$ cat src/rtl/red_pitaya_fads_pkg.sv
// -----------------------------------------------------------------------------
// red_pitaya_fads_pkg
//   Shared definitions for the FADS (fluorescence-activated droplet sorting)
//   trigger path: sorter FSM state encoding, default field widths, the
//   detector threshold constant and the debug view of the sorter.
// -----------------------------------------------------------------------------
package red_pitaya_fads_pkg;

  // Default width of delay / width / holdoff configuration fields (cycles).
  localparam int FADS_DW = 16;
  // Default width of the event counters.
  localparam int FADS_CW = 32;

  // Fluorescence level (signed 14-bit ADC code) the detector compares
  // against when deciding that a droplet is present.
  localparam logic signed [13:0] LOW_THRESHOLD = 14'sd200;

  // Sorter FSM states.
  typedef enum logic [1:0] {
    ST_IDLE    = 2'd0,
    ST_DELAY   = 2'd1,
    ST_PULSE   = 2'd2,
    ST_HOLDOFF = 2'd3
  } fads_state_t;

  // Debug view of the sorter: current state plus this cycle's trigger
  // classification.
  typedef struct packed {
    fads_state_t state;
    logic        trig_edge;
    logic        accept;
    logic        miss;
  } fads_dbg_t;

endpackage

$ cat src/rtl/red_pitaya_fads_satcnt.sv
// -----------------------------------------------------------------------------
// red_pitaya_fads_satcnt
//   Saturating event counter. Counts cycles with inc=1, sticks at all-ones,
//   and returns to zero on reset or clear. Clear wins over a same-cycle inc.
//
// Ports:
//   adc_clk_i  clock
//   adc_rst_i  synchronous active-high reset
//   clear      one-cycle clear request
//   inc        count-enable for this cycle
//   cnt        current count
// -----------------------------------------------------------------------------
module red_pitaya_fads_satcnt
  import red_pitaya_fads_pkg::*;
#(
  parameter int CW = FADS_CW
) (
  input  logic          adc_clk_i,
  input  logic          adc_rst_i,
  input  logic          clear,
  input  logic          inc,
  output logic [CW-1:0] cnt
);

  always_ff @(posedge adc_clk_i) begin
    if (adc_rst_i || clear) begin
      cnt <= '0;
    end else if (inc && (cnt != '1)) begin
      cnt <= cnt + 1'b1;
    end
  end

endmodule

$ cat src/rtl/red_pitaya_fads_sorter.sv
// -----------------------------------------------------------------------------
// red_pitaya_fads_sorter
//   Consumer end of the FADS trigger interface. Each accepted rising edge of
//   sort_trig_i runs one actuation: a programmable delay, then a gate of
//   programmable width whose first cycle also carries a one-cycle ASG start
//   strobe, then a holdoff window before the sorter re-arms. Edges that arrive
//   while a sort is in progress, or while disabled, are counted as missed.
//
// Ports:
//   adc_clk_i     ADC clock (single clock domain)
//   adc_rst_i     synchronous active-high reset
//   sort_trig_i   detector trigger level
//   enable_i      1 = accept new triggers
//   delay_i       cycles from trigger edge to gate start
//   width_i       gate length in cycles (0 behaves as 1)
//   holdoff_i     dead time after the gate before re-arming
//   clear_i       one-cycle pulse, zeroes both counters
//   asg_trig_o    one-cycle ASG start strobe
//   sort_gate_o   actuation gate
//   busy_o        high in every state except IDLE
//   sort_cnt_o    accepted sorts (saturating)
//   missed_cnt_o  dropped edges (saturating)
//   dbg_o         FSM state and trigger classification
// -----------------------------------------------------------------------------
module red_pitaya_fads_sorter
  import red_pitaya_fads_pkg::*;
#(
  parameter int DW = FADS_DW,
  parameter int CW = FADS_CW
) (
  input  logic          adc_clk_i,
  input  logic          adc_rst_i,
  input  logic          sort_trig_i,
  input  logic          enable_i,
  input  logic [DW-1:0] delay_i,
  input  logic [DW-1:0] width_i,
  input  logic [DW-1:0] holdoff_i,
  input  logic          clear_i,
  output logic          asg_trig_o,
  output logic          sort_gate_o,
  output logic          busy_o,
  output logic [CW-1:0] sort_cnt_o,
  output logic [CW-1:0] missed_cnt_o,
  output fads_dbg_t     dbg_o
);

  // Down-counter preload for a gate of max(w,1) cycles.
  function automatic logic [DW-1:0] pulse_len_m1(input logic [DW-1:0] w);
    return (w == '0) ? '0 : (w - 1'b1);
  endfunction

  fads_state_t   state_q, state_d;
  logic [DW-1:0] cnt_q, cnt_d;
  logic [DW-1:0] width_q, holdoff_q;
  logic          trig_q;
  logic          trig_edge, accept, miss;
  logic          asg_d, gate_d, busy_d;

  // trig_q resets high so a trigger already high at reset release is not
  // taken as an edge.
  assign trig_edge = sort_trig_i & ~trig_q;
  assign accept    = trig_edge & enable_i & (state_q == ST_IDLE);
  assign miss      = trig_edge & ~accept;

  // Next-state and counter logic.
  always_comb begin
    state_d = state_q;
    cnt_d   = cnt_q;
    unique case (state_q)
      ST_IDLE: begin
        if (accept) begin
          // delay_i is consumed here; width/holdoff are latched alongside.
          if (delay_i == '0) begin
            state_d = ST_PULSE;
            cnt_d   = pulse_len_m1(width_i);
          end else begin
            state_d = ST_DELAY;
            cnt_d   = delay_i - 1'b1;
          end
        end
      end
      ST_DELAY: begin
        if (cnt_q == '0) begin
          state_d = ST_PULSE;
          cnt_d   = pulse_len_m1(width_q);
        end else begin
          cnt_d = cnt_q - 1'b1;
        end
      end
      ST_PULSE: begin
        if (cnt_q == '0) begin
          if (holdoff_q == '0) begin
            state_d = ST_IDLE;
          end else begin
            state_d = ST_HOLDOFF;
            cnt_d   = holdoff_q - 1'b1;
          end
        end else begin
          cnt_d = cnt_q - 1'b1;
        end
      end
      ST_HOLDOFF: begin
        if (cnt_q == '0) begin
          state_d = ST_IDLE;
        end else begin
          cnt_d = cnt_q - 1'b1;
        end
      end
      default: begin
        state_d = ST_IDLE;
        cnt_d   = '0;
      end
    endcase
  end

  // Outputs are decoded from the next state and registered, so each output
  // lines up with the state it describes and nothing is combinational from
  // the inputs. PULSE is only ever entered from another state, so the strobe
  // marks its first cycle.
  always_comb begin
    busy_d = (state_d != ST_IDLE);
    gate_d = (state_d == ST_PULSE);
    asg_d  = (state_d == ST_PULSE) && (state_q != ST_PULSE);
  end

  always_ff @(posedge adc_clk_i) begin
    if (adc_rst_i) begin
      state_q     <= ST_IDLE;
      cnt_q       <= '0;
      width_q     <= '0;
      holdoff_q   <= '0;
      trig_q      <= 1'b1;
      asg_trig_o  <= 1'b0;
      sort_gate_o <= 1'b0;
      busy_o      <= 1'b0;
    end else begin
      state_q     <= state_d;
      cnt_q       <= cnt_d;
      trig_q      <= sort_trig_i;
      asg_trig_o  <= asg_d;
      sort_gate_o <= gate_d;
      busy_o      <= busy_d;
      if (accept) begin
        width_q   <= width_i;
        holdoff_q <= holdoff_i;
      end
    end
  end

  red_pitaya_fads_satcnt #(.CW(CW)) u_sort_cnt (
    .adc_clk_i (adc_clk_i),
    .adc_rst_i (adc_rst_i),
    .clear     (clear_i),
    .inc       (accept),
    .cnt       (sort_cnt_o)
  );

  red_pitaya_fads_satcnt #(.CW(CW)) u_missed_cnt (
    .adc_clk_i (adc_clk_i),
    .adc_rst_i (adc_rst_i),
    .clear     (clear_i),
    .inc       (miss),
    .cnt       (missed_cnt_o)
  );

  assign dbg_o = '{state: state_q, trig_edge: trig_edge, accept: accept, miss: miss};

endmodule

$ cat config.mk
export PLATFORM = sky130hd
export DESIGN_NAME = red_pitaya_fads_sorter
export DESIGN_NICKNAME = d
export VERILOG_FILES = /design/src/rtl/red_pitaya_fads_pkg.sv /design/src/rtl/red_pitaya_fads_satcnt.sv /design/src/rtl/red_pitaya_fads_sorter.sv
export SDC_FILE = /design/constraint.sdc
export NUM_CORES = 1
export LEC_CHECK = 0
export ABC_AREA = 0
export BUFFER_PORTS_ARGS = -buffer_cell sky130_fd_sc_hd__buf_2
export CAP_MARGIN = 5
export CORE_ASPECT_RATIO = 1.2
export CORE_MARGIN = 4
export CORE_UTILIZATION = 52
export DETAILED_ROUTE_END_ITERATION = 6
export PLACE_DENSITY = 0.83
export SLEW_MARGIN = 30
export SYNTH_ARGS = -nofsm -noshare
export SYNTH_HDL_FRONTEND = slang
export SYNTH_SLANG_ARGS = --single-unit
$ cat constraint.sdc
create_clock -name adc_clk_i -period 4.2 [get_ports adc_clk_i]
set_clock_uncertainty 0.15 [all_clocks]
set_input_delay 0.42 -clock adc_clk_i [delete_from_list [all_inputs] [get_ports adc_clk_i]]
set_output_delay 0.42 -clock adc_clk_i [all_outputs]
set_load 0.01 [all_outputs]
==> impl_metrics.ini, run 1 <==
[cells_and_area]
final_common_cell = nand2_1
fill_cells = 1163
final_cell_mix = nand2_1, buf_2, dfxtp_1
nets = 1097
area_growth_pct = 18.52
drive_gt1_share_pct = 17.50
stdcell_area_um2 = 8367
stdcell_count = 1214
diodes = 0

[critical_path]
startpoint_type = register
worstPathRequired_ns = 4.32
slowest_delay_ns = 0.54
path_max_fanout = 12
r2r_start = cnt_q[0]$_SDFFE_PP0P_
path_common_cell = inv_1
rrSetupSlack_ns = 0.97
timing.rr.end = cnt_q[9]$_SDFFE_PP0P_
crit_type = register to register
end_kind = register
crit_slowest_cell = nor4b_1
arrival_ns = 3.35
cp_cell_sequence = inv_1 > ha_1 > nor4b_1 > and4_1 > o211ai_1 > a21boi_0 > buf_4 > nand2b_1 > inv_1 > o21ai_0 > o32ai_1
crit_buf_inv = 3
r2r_cells = 11
critPathTopFamily = simple AND/OR/NAND/NOR gates

[global_route]
grt_pass1_vias = 6875
grt_antenna_before_repair = 0
grt_max_degree = 62
overflow = 0
grt_pass1_wl_um = 32980
grt_use_total_pct = 26.11

[cts]
cts_tree = built
clk_transition_reported_paths_ns = 0.05
postCtsHoldBufs = 0
cts_made_buffers = 17
clock-sinks = 118
clk_latency_ns = 0.41
cts-htree-levels = 4
postCtsSetupBuffers = 0
cts-resized-gates = 0
clk_path_buf_depth = 2
cts-root-buf = clkbuf_16

[sta]
finalMaxSlewViolations = 0
slew_headroom_pct = 44.97
rsz0062_at_grt = no
setup_ws_ns = 0.9707
min_period_ns = 3.229
fin_crit_sh_pct = 76.89
setup_viol = 0
worstMarginPinSlew_ns = 0.8255
fmax_mhz = 309.7
tns_ns = 0
hold_viol_final = 0

[drt]
drt_pass1_iterations = 5
wl_met1_um = 8114
remaining_drc_errors = 0
met3_length_um = 1489
vias_per_cell = 5.992
wirelength_um = 20330
via_count = 7274
drt-initial-drc-count = 437
dr_wl_met2_um = 9765
ant_nets = 0
wl_per_cell_um = 16.75
highest_layer = met4

[worst_hold_path]
hold_start = holdoff_i[4]
hold_class = input port to register
hold_depth = 3
holdPathEnd = holdoff_q[4]$_SDFFE_PP0P_

[floorplanning]
die_x_um = 114.4
pin_count = 125
core_area_um2 = 13240
die_area_um2 = 15510
die_height_um = 135.6
start_util_pct = 53.33
row_count = 46

[synth]
synth_cell_types = 64
synth_top_cells_by_area = dfxtp_1, nand2_1, xor2_1
syn_avg_cell_area_um2 = 7.558
synth_edf_count = 0
synth-main-ff-cell = dfxtp_1
yosysWarnings = 0
yosys.area.top_type = dfxtp_1
netlist_area_um2 = 7059
yosysSeqAreaShare_pct = 33.46
syn_inst = 934
yosys_register_bits = 118
synthArstFlopShare_pct = 0
syn_nets = 996
synth_top_area_share_pct = 33.46

[pwr]
power_density_nw_per_um2 = 389.9
leakage_nw = 3.284
ir_worst_vdd_uv = 260.9

[status]
status = finished, final reports clean

[placement]
gp_congestion = 0.9647
post_dp_cell_area_um2 = 7745
place_ws_ns = 1.096
dp_cells = 1184
dp_hpwl_um = 14790
port_buffers = 124

[run]
max_cap_violations = 0
==> flip-flops by register name, indices dropped and copies added, names as in the netlist <==
register,cells
asg_trig_o,1
busy_o,1
cnt_q,16
holdoff_q,16
sort_gate_o,1
state_q,2
trig_q,1
u_missed_cnt.cnt,32
u_sort_cnt.cnt,32
width_q,16
==> cell usage after synthesis (8+ instances only) <==
| cell type | n |
|---|---|
| and2_1 | 8 |
| nor4_1 | 14 |
| o21ai_0 | 45 |
| o211ai_1 | 11 |
| nor3_1 | 24 |
| nand4_1 | 28 |
| clkbuf_1 | 36 |
| nand2_1 | 126 |
| a21oi_1 | 82 |
| nand3_1 | 44 |
| xor2_1 | 52 |
| and3_1 | 13 |
| ha_1 | 9 |
| xnor2_1 | 42 |
| and4_1 | 12 |
| inv_1 | 22 |
| nor2_1 | 94 |
| dfxtp_1 | 118 |
| or3_1 | 28 |
| a211oi_1 | 9 |
==> layer usage <==
metal	track usage [%]	vias up
li1	-	3520
met1	30.62	3385
met2	43.85	292
met3	7.105	77
met4	12.67	0
met5	0	-
==> power by group <==
part | switching [mW] | internal [mW] | total (mW)
clock | 0.506 | 1.03 | 1.54
combinational | 0.340 | 0.209 | 0.550
sequential | 0.0309 | 1.14 | 1.17
==> area by class of cell <==
| type | instances | area [µm²] | share of cell area (%) |
|---|---|---|---|
| clock inverter | 8 | 147.6 | 1.765 |
| sequential | 118 | 2362 | 28.23 |
| tap | 168 | 210.2 | 2.512 |
| inverter | 22 | 82.58 | 0.9870 |
| timing repair buffer | 132 | 680.7 | 8.135 |
| multi-input combinational | 744 | 4409 | 52.70 |
| clock buffer | 22 | 474.2 | 5.668 |
==> stage by stage <==
stage	total power, mW	util [%]	hold slack (ns)
after floorplan	1.584	-	0.3022
after global placement	1.728	58.49	0.3163
after detailed placement	1.728	58.51	0.3224
after CTS	3.255	63.20	0.09127
after global routing	3.378	63.20	0.09635
final	3.262	63.20	0.09755
==> cells by family after synthesis <==
group                      count (synthesis)  share of synthesized area, %
and+or+nand+nor                          441                         31.87
AOI/OAI and AO/OA                        196                         16.73
DFF                                      118                         33.46
xor gates and xnor gates                  94                         11.66
buffers and inverters                     72                         4.112
adders and majority gates                  9                         1.595
muxes                                      4                        0.5672
==> worst max-delay path by stage <==
| stage | start | endpoint | slack [ns] | depth (start not counted) |
|---|---|---|---|---|
| after CTS | cnt_q[0]$_SDFFE_PP0P_ | cnt_q[9]$_SDFFE_PP0P_ | 1.08 | 11 |
| after global placement | delay_i[0] | cnt_q[11]$_SDFFE_PP0P_ | 1.18 | 9 |
| after detailed placement | delay_i[0] | cnt_q[11]$_SDFFE_PP0P_ | 1.10 | 9 |
| after floorplan | width_q[0]$_SDFFE_PP0P_ | cnt_q[14]$_SDFFE_PP0P_ | 1.66 | 9 |
| final | cnt_q[0]$_SDFFE_PP0P_ | cnt_q[9]$_SDFFE_PP0P_ | 0.97 | 11 |
| after global routing | cnt_q[0]$_SDFFE_PP0P_ | cnt_q[9]$_SDFFE_PP0P_ | 0.74 | 8 |
==> tightest hold or removal path: cells and delay by family <==
kind            cells  cell delay [ns]
simple gates        1             0.04
buf+inv             1             0.09
compound gates      1             0.05
No activity file was read; power rests on OpenSTA's default activity.
==> inputs of run 2 (changes only) <==
Settings changed: ABC_AREA 0 to 1, PLACE_DENSITY 0.83 to 0.84.
Clock period 4.2 ns to 2.76 ns, I/O delays scaled along.
==> impl_metrics.ini, run 2 <==
[synth]
synth_top_area_share_pct = 27.28
synth.most_common_cell = nand2_1
netlist_top_cells_count = nand2_1, nor2_1, inv_1, dfxtp_1, nand3_1
yosysWarnings = 0
netlist_area_um2 = 8660
syn_inst = 1462
synth_top_cells_by_area = dfxtp_1, nand2_1, nor2_1
synthArstFlopShare_pct = 0
yosys.area.top_type = dfxtp_1
syn_nets = 1524
synth_edf_count = 0
yosys_register_bits = 118
synth_cell_types = 45
yosysSeqAreaShare_pct = 27.28
synth-main-ff-cell = dfxtp_1
syn_avg_cell_area_um2 = 5.923

[floorplanning]
core_area_um2 = 16270
die_area_um2 = 18790
die_x_um = 125.8
pin_count = 125
start_util_pct = 53.22
row_count = 51
die_height_um = 149.4

[cts]
clk_path_buf_depth = 2
clk_latency_ns = 0.43
cts_tree = built
clk_transition_reported_paths_ns = 0.06
cts_made_buffers = 17
clock-sinks = 118
cts-htree-levels = 4
cts-root-buf = clkbuf_16
cts-resized-gates = 0

[run]
max_cap_violations = 0

[placement]
port_buffers = 124
place_ws_ns = 0.4722
gp_congestion = 1.059
dp_hpwl_um = 20680
post_dp_cell_area_um2 = 9437

[drt]
via_count = 10270
wl_per_cell_um = 15.21
vias_per_cell = 5.669
ant_nets = 0
remaining_drc_errors = 0
wirelength_um = 27550
drt-initial-drc-count = 1133
drt_pass1_iterations = 7

[sta]
fin_crit_sh_pct = 88.57
setup_ws_ns = 0.3154
fin_worst_hold_slack_ns = -0.001378
slew_headroom_pct = 59.89
min_period_ns = 2.445
finalMaxSlewViolations = 0
rsz0062_at_grt = no
setup_viol = 0
tns_ns = 0
fmax_mhz = 409.1
worstMarginPinSlew_ns = 0.5961
hold_viol_final = 1

[status]
status = finished, violations left
violations = hold timing

[global_route]
met3_usage_pct = 5.946
grt_use_total_pct = 28.82
overflow = 0
grt_max_degree = 33
grt_pass1_vias = 9658
gr-usage-met1_pct = 31.99
gr-max-usage-layer = met2
grt_pass1_wl_um = 44550
grt_antenna_before_repair = 0
met2_usage_pct = 50.72

[cells_and_area]
drive_gt1_share_pct = 12.94
final_cell_mix = nand2_1, nor2_1, inv_1
nets = 1650
area_growth_pct = 17.34
diodes = 0
final_common_cell = nand2_1
largest_registers = u_missed_cnt.cnt (32), u_sort_cnt.cnt (32)
fin_util_pct = 62.45
stdcell_area_um2 = 10160

[critical_path]
crit_type = input port to output pin
path_max_fanout = 30
end_kind = output pin
startpoint_type = input port
worstPathRequired_ns = 2.33
arrival_ns = 2.02

[pwr]
power_density_nw_per_um2 = 512.1
leakage_nw = 4.656
ir_worst_vdd_uv = 464.5
total_power_mw = 5.203

[worst_hold_path]
hold_class = input port to register
## run 2: cell types whose count changed in the layout (fill, tap and decap cells not counted), moves of 25 or more
cell     before  now
inv_1        22  161
nand2_1     126  429
nand3_1      44  117
nor2_1       94  204
o21ai_0      45   70
or3_1        28    0
xnor2_1      42   15
## run 2: kinds of logic (layout without fill, tap and decap cells)
kind of cell    count (synthesis)  in the layout  share of synthesized area, %
compound gates                191            191                         11.56
fa+ha+maj                       9              9                         1.300
simple gates                  872            872                         43.65
xor+xnor                       61             61                         6.170
flops                         118            118                         27.28
buf+inv                       211            349                         10.04
## run 2: final cells by class
cell class,instances,area (µm²)
fill,1531,6111
multi-input combinational,1133,5428
sequential,118,2362
timing repair buffer,150,870.8
inverter,168,630.6
clock buffer,19,452.9
tap,212,265.3
clock inverter,12,151.4
## run 2: repair_timing
item,in CTS,in global routing
hold endpoints to repair,12,0
setup buffers,0,0
hold buffers,12,0
## run 2: worst paths after layout
kind              slack (ns)  cells after the start                  start                                end
setup / recovery        0.32                      8            sort_trig_i                           dbg_o[1]
hold / removal        -0.001                      3           holdoff_i[2]          holdoff_q[2]$_SDFFE_PP0P_
setup reg to reg        0.40                     11  state_q[1]$_SDFF_PP0_  u_missed_cnt.cnt[17]$_SDFFE_PP0P_
hold reg to reg         0.32                      2  cnt_q[1]$_SDFFE_PP0P_              cnt_q[1]$_SDFFE_PP0P_
## run 2: metrics by stage
step,hold slack (ns),cells
2_1_floorplan,0.2289,1462
3_3_place_gp,0.3074,1769
3_5_place_dp,0.3074,1769
4_1_cts,0.001392,1812
5_1_grt,0.02559,1812
6_report,-0.001378,1812
## run 2: worst max-delay path, stage by stage
cell and delay, ns:
dlygate4sd3_1 0.53, buf_2 0.12, inv_2 0.06, nor2_1 0.11
nand2_1 0.14, nor2_4 0.23, buf_4 0.35, buf_2 0.20
## run 2: metal layers
| layer | routed length (µm) | vias up |
|---|---|---|
| met4 | 1472 | 0 |
| met5 | 0 | - |
| li1 | - | 4959 |
| met2 | 13180 | 594 |
| met3 | 2487 | 131 |
| met1 | 10420 | 4588 |
## run 2: power by group
| part | internal [mW] | switching [mW] | total (mW) |
|---|---|---|---|
| sequential | 1.75 | 0.0512 | 1.80 |
| combinational | 0.359 | 0.755 | 1.11 |
| clock | 1.46 | 0.832 | 2.29 |
| total | 3.56 | 1.64 | 5.20 |
==> inputs of run 3 (changes only) <==
Settings changed: CELL_PAD_IN_SITES_DETAIL_PLACEMENT from default to 1, CELL_PAD_IN_SITES_GLOBAL_PLACEMENT from default to 2, CORE_UTILIZATION 52 to 27, MAX_ROUTING_LAYER from default to met4.
==> impl_metrics.ini, run 3 (same netlist as run 2, synthesis figures left out) <==
[status]
status = finished, final reports clean

[placement]
post_dp_cell_area_um2 = 9743
gp_congestion = 0.9235
port_buffers = 124
place_ws_ns = 0.2946
dp_hpwl_um = 26480

[sta]
fin_crit_sh_pct = 88.86
tns_ns = 0
setup_ws_ns = 0.3074
rsz0062_at_grt = no
setup_viol = 0
fmax_mhz = 407.7
slew_headroom_pct = 62.04
worstMarginPinSlew_ns = 0.5661
hold_viol_final = 0
finalMaxSlewViolations = 0
min_period_ns = 2.453
fin_worst_hold_slack_ns = 0.01278

[pwr]
p_comb_share_pct = 22.2
total_power_mw = 5.336
power_density_nw_per_um2 = 504.9
p_switching_mw = 1.758
power_frac_seq_pct = 33.7
intPower_mw = 3.578
switching_share_pct = 32.95
p_clk_share_pct = 44.1
leakage_nw = 4.745
ir_worst_vdd_uv = 452.3

[cts]
cts-htree-levels = 4
clk_transition_reported_paths_ns = 0.06
clk_latency_ns = 0.43
clk_path_buf_depth = 2
clock-sinks = 118
cts_tree = built
cts-root-buf = clkbuf_16
cts_made_buffers = 17

[cells_and_area]
fill_cells = 4167
area_growth_pct = 22.05
final_common_cell = nand2_1
drive_gt1_share_pct = 13.70
nets = 1670
stdcell_area_um2 = 10570
largest_registers = u_missed_cnt.cnt (32), u_sort_cnt.cnt (32)
final_cell_mix = nand2_1, nor2_1, inv_1

[global_route]
grt_pass1_vias = 10040
grt_max_degree = 33
grt_use_total_pct = 19.52
overflow = 0
grt_antenna_before_repair = 1
grt_pass1_wl_um = 52960

[drt]
wirelength_um = 33250
vias_per_cell = 4.914
ant_nets = 0
via_count = 9942
drt_pass1_iterations = 5
drt-initial-drc-count = 467
wl_per_cell_um = 16.44
remaining_drc_errors = 0

[critical_path]
end_kind = output pin
startpoint_type = input port
arrival_ns = 2.03
crit_type = input port to output pin
path_max_fanout = 31
worstPathRequired_ns = 2.33

[worst_hold_path]
hold_class = input port to register

[floorplanning]
start_util_pct = 27.46
die_x_um = 171.5
core_area_um2 = 31540
pin_count = 125
die_height_um = 204.2
row_count = 71
die_area_um2 = 35010

[run]
max_cap_violations = 0
[run 3: path summary, 6_finish.rpt]
path         slack (ns)  cells past startpoint                               to                      startpoint
min                0.01                      3          width_q[6]$_SDFFE_PP0P_                      width_i[6]
min reg2reg        0.32                      2            cnt_q[1]$_SDFFE_PP0P_           cnt_q[1]$_SDFFE_PP0P_
max                0.31                      8                         dbg_o[1]                     sort_trig_i
max reg2reg        0.38                     11  u_sort_cnt.cnt[18]$_SDFFE_PP0P_  u_sort_cnt.cnt[0]$_SDFFE_PP0P_
[run 3: final cells by class]
type / count / area (µm²) / share of cell area [%]
multi-input cells: 1133 / 5428 / 51.36
flip-flops and latches: 118 / 2362 / 22.35
repair buffers: 170 / 1026 / 9.708
inverters: 168 / 634.4 / 6.002
well taps: 401 / 501.7 / 4.747
clock buffers: 18 / 439.2 / 4.155
clock inverters: 14 / 175.2 / 1.657
diodes: 1 / 2.502 / 0.02368
[run 3: critical path: stages]
cell,delay [ns]
dlygate4sd3_1,0.53
buf_2,0.12
inv_2,0.05
nor2_1,0.10
nand2_1,0.14
nor2_4,0.22
buf_4,0.36
buf_2,0.20
[run 3: repair_timing]
action | 4_1_cts | 5_1_grt
gates resized for setup | 0 | 1
hold buffers | 19 | 0
setup buffers | 0 | 2
endpoints found under the hold margin | 19 | 0
endpoints found under the setup margin | 0 | 1
[run 3: routing by layer]
metal | vias up | share of wire, % | track usage (%)
met1 | 4726 | 44 | 22.87
met5 | - | 0 | -
met4 | 0 | 2.2 | 5.746
met3 | 44 | 3.6 | 2.728
met2 | 181 | 51 | 34.56
li1 | 4991 | - | -
[run 3: through the flow]
stage | utilization, % | instances
global placement | 30.89 | 1969
CTS | 33.45 | 2020
floorplan | - | 1462
finish | 33.51 | 2023
detailed placement | 30.89 | 1969
global route | 33.51 | 2023
[run 3: power groups by stage]
stage               registers, mW  clock network [mW]  logic, mW
floorplan                    1.82                   0      0.787
global placement             1.83                   0       1.15
finish                       1.80                2.35       1.19
CTS                          1.80                2.42       1.19
global route                 1.80                2.50       1.34
detailed placement           1.83                   0       1.16
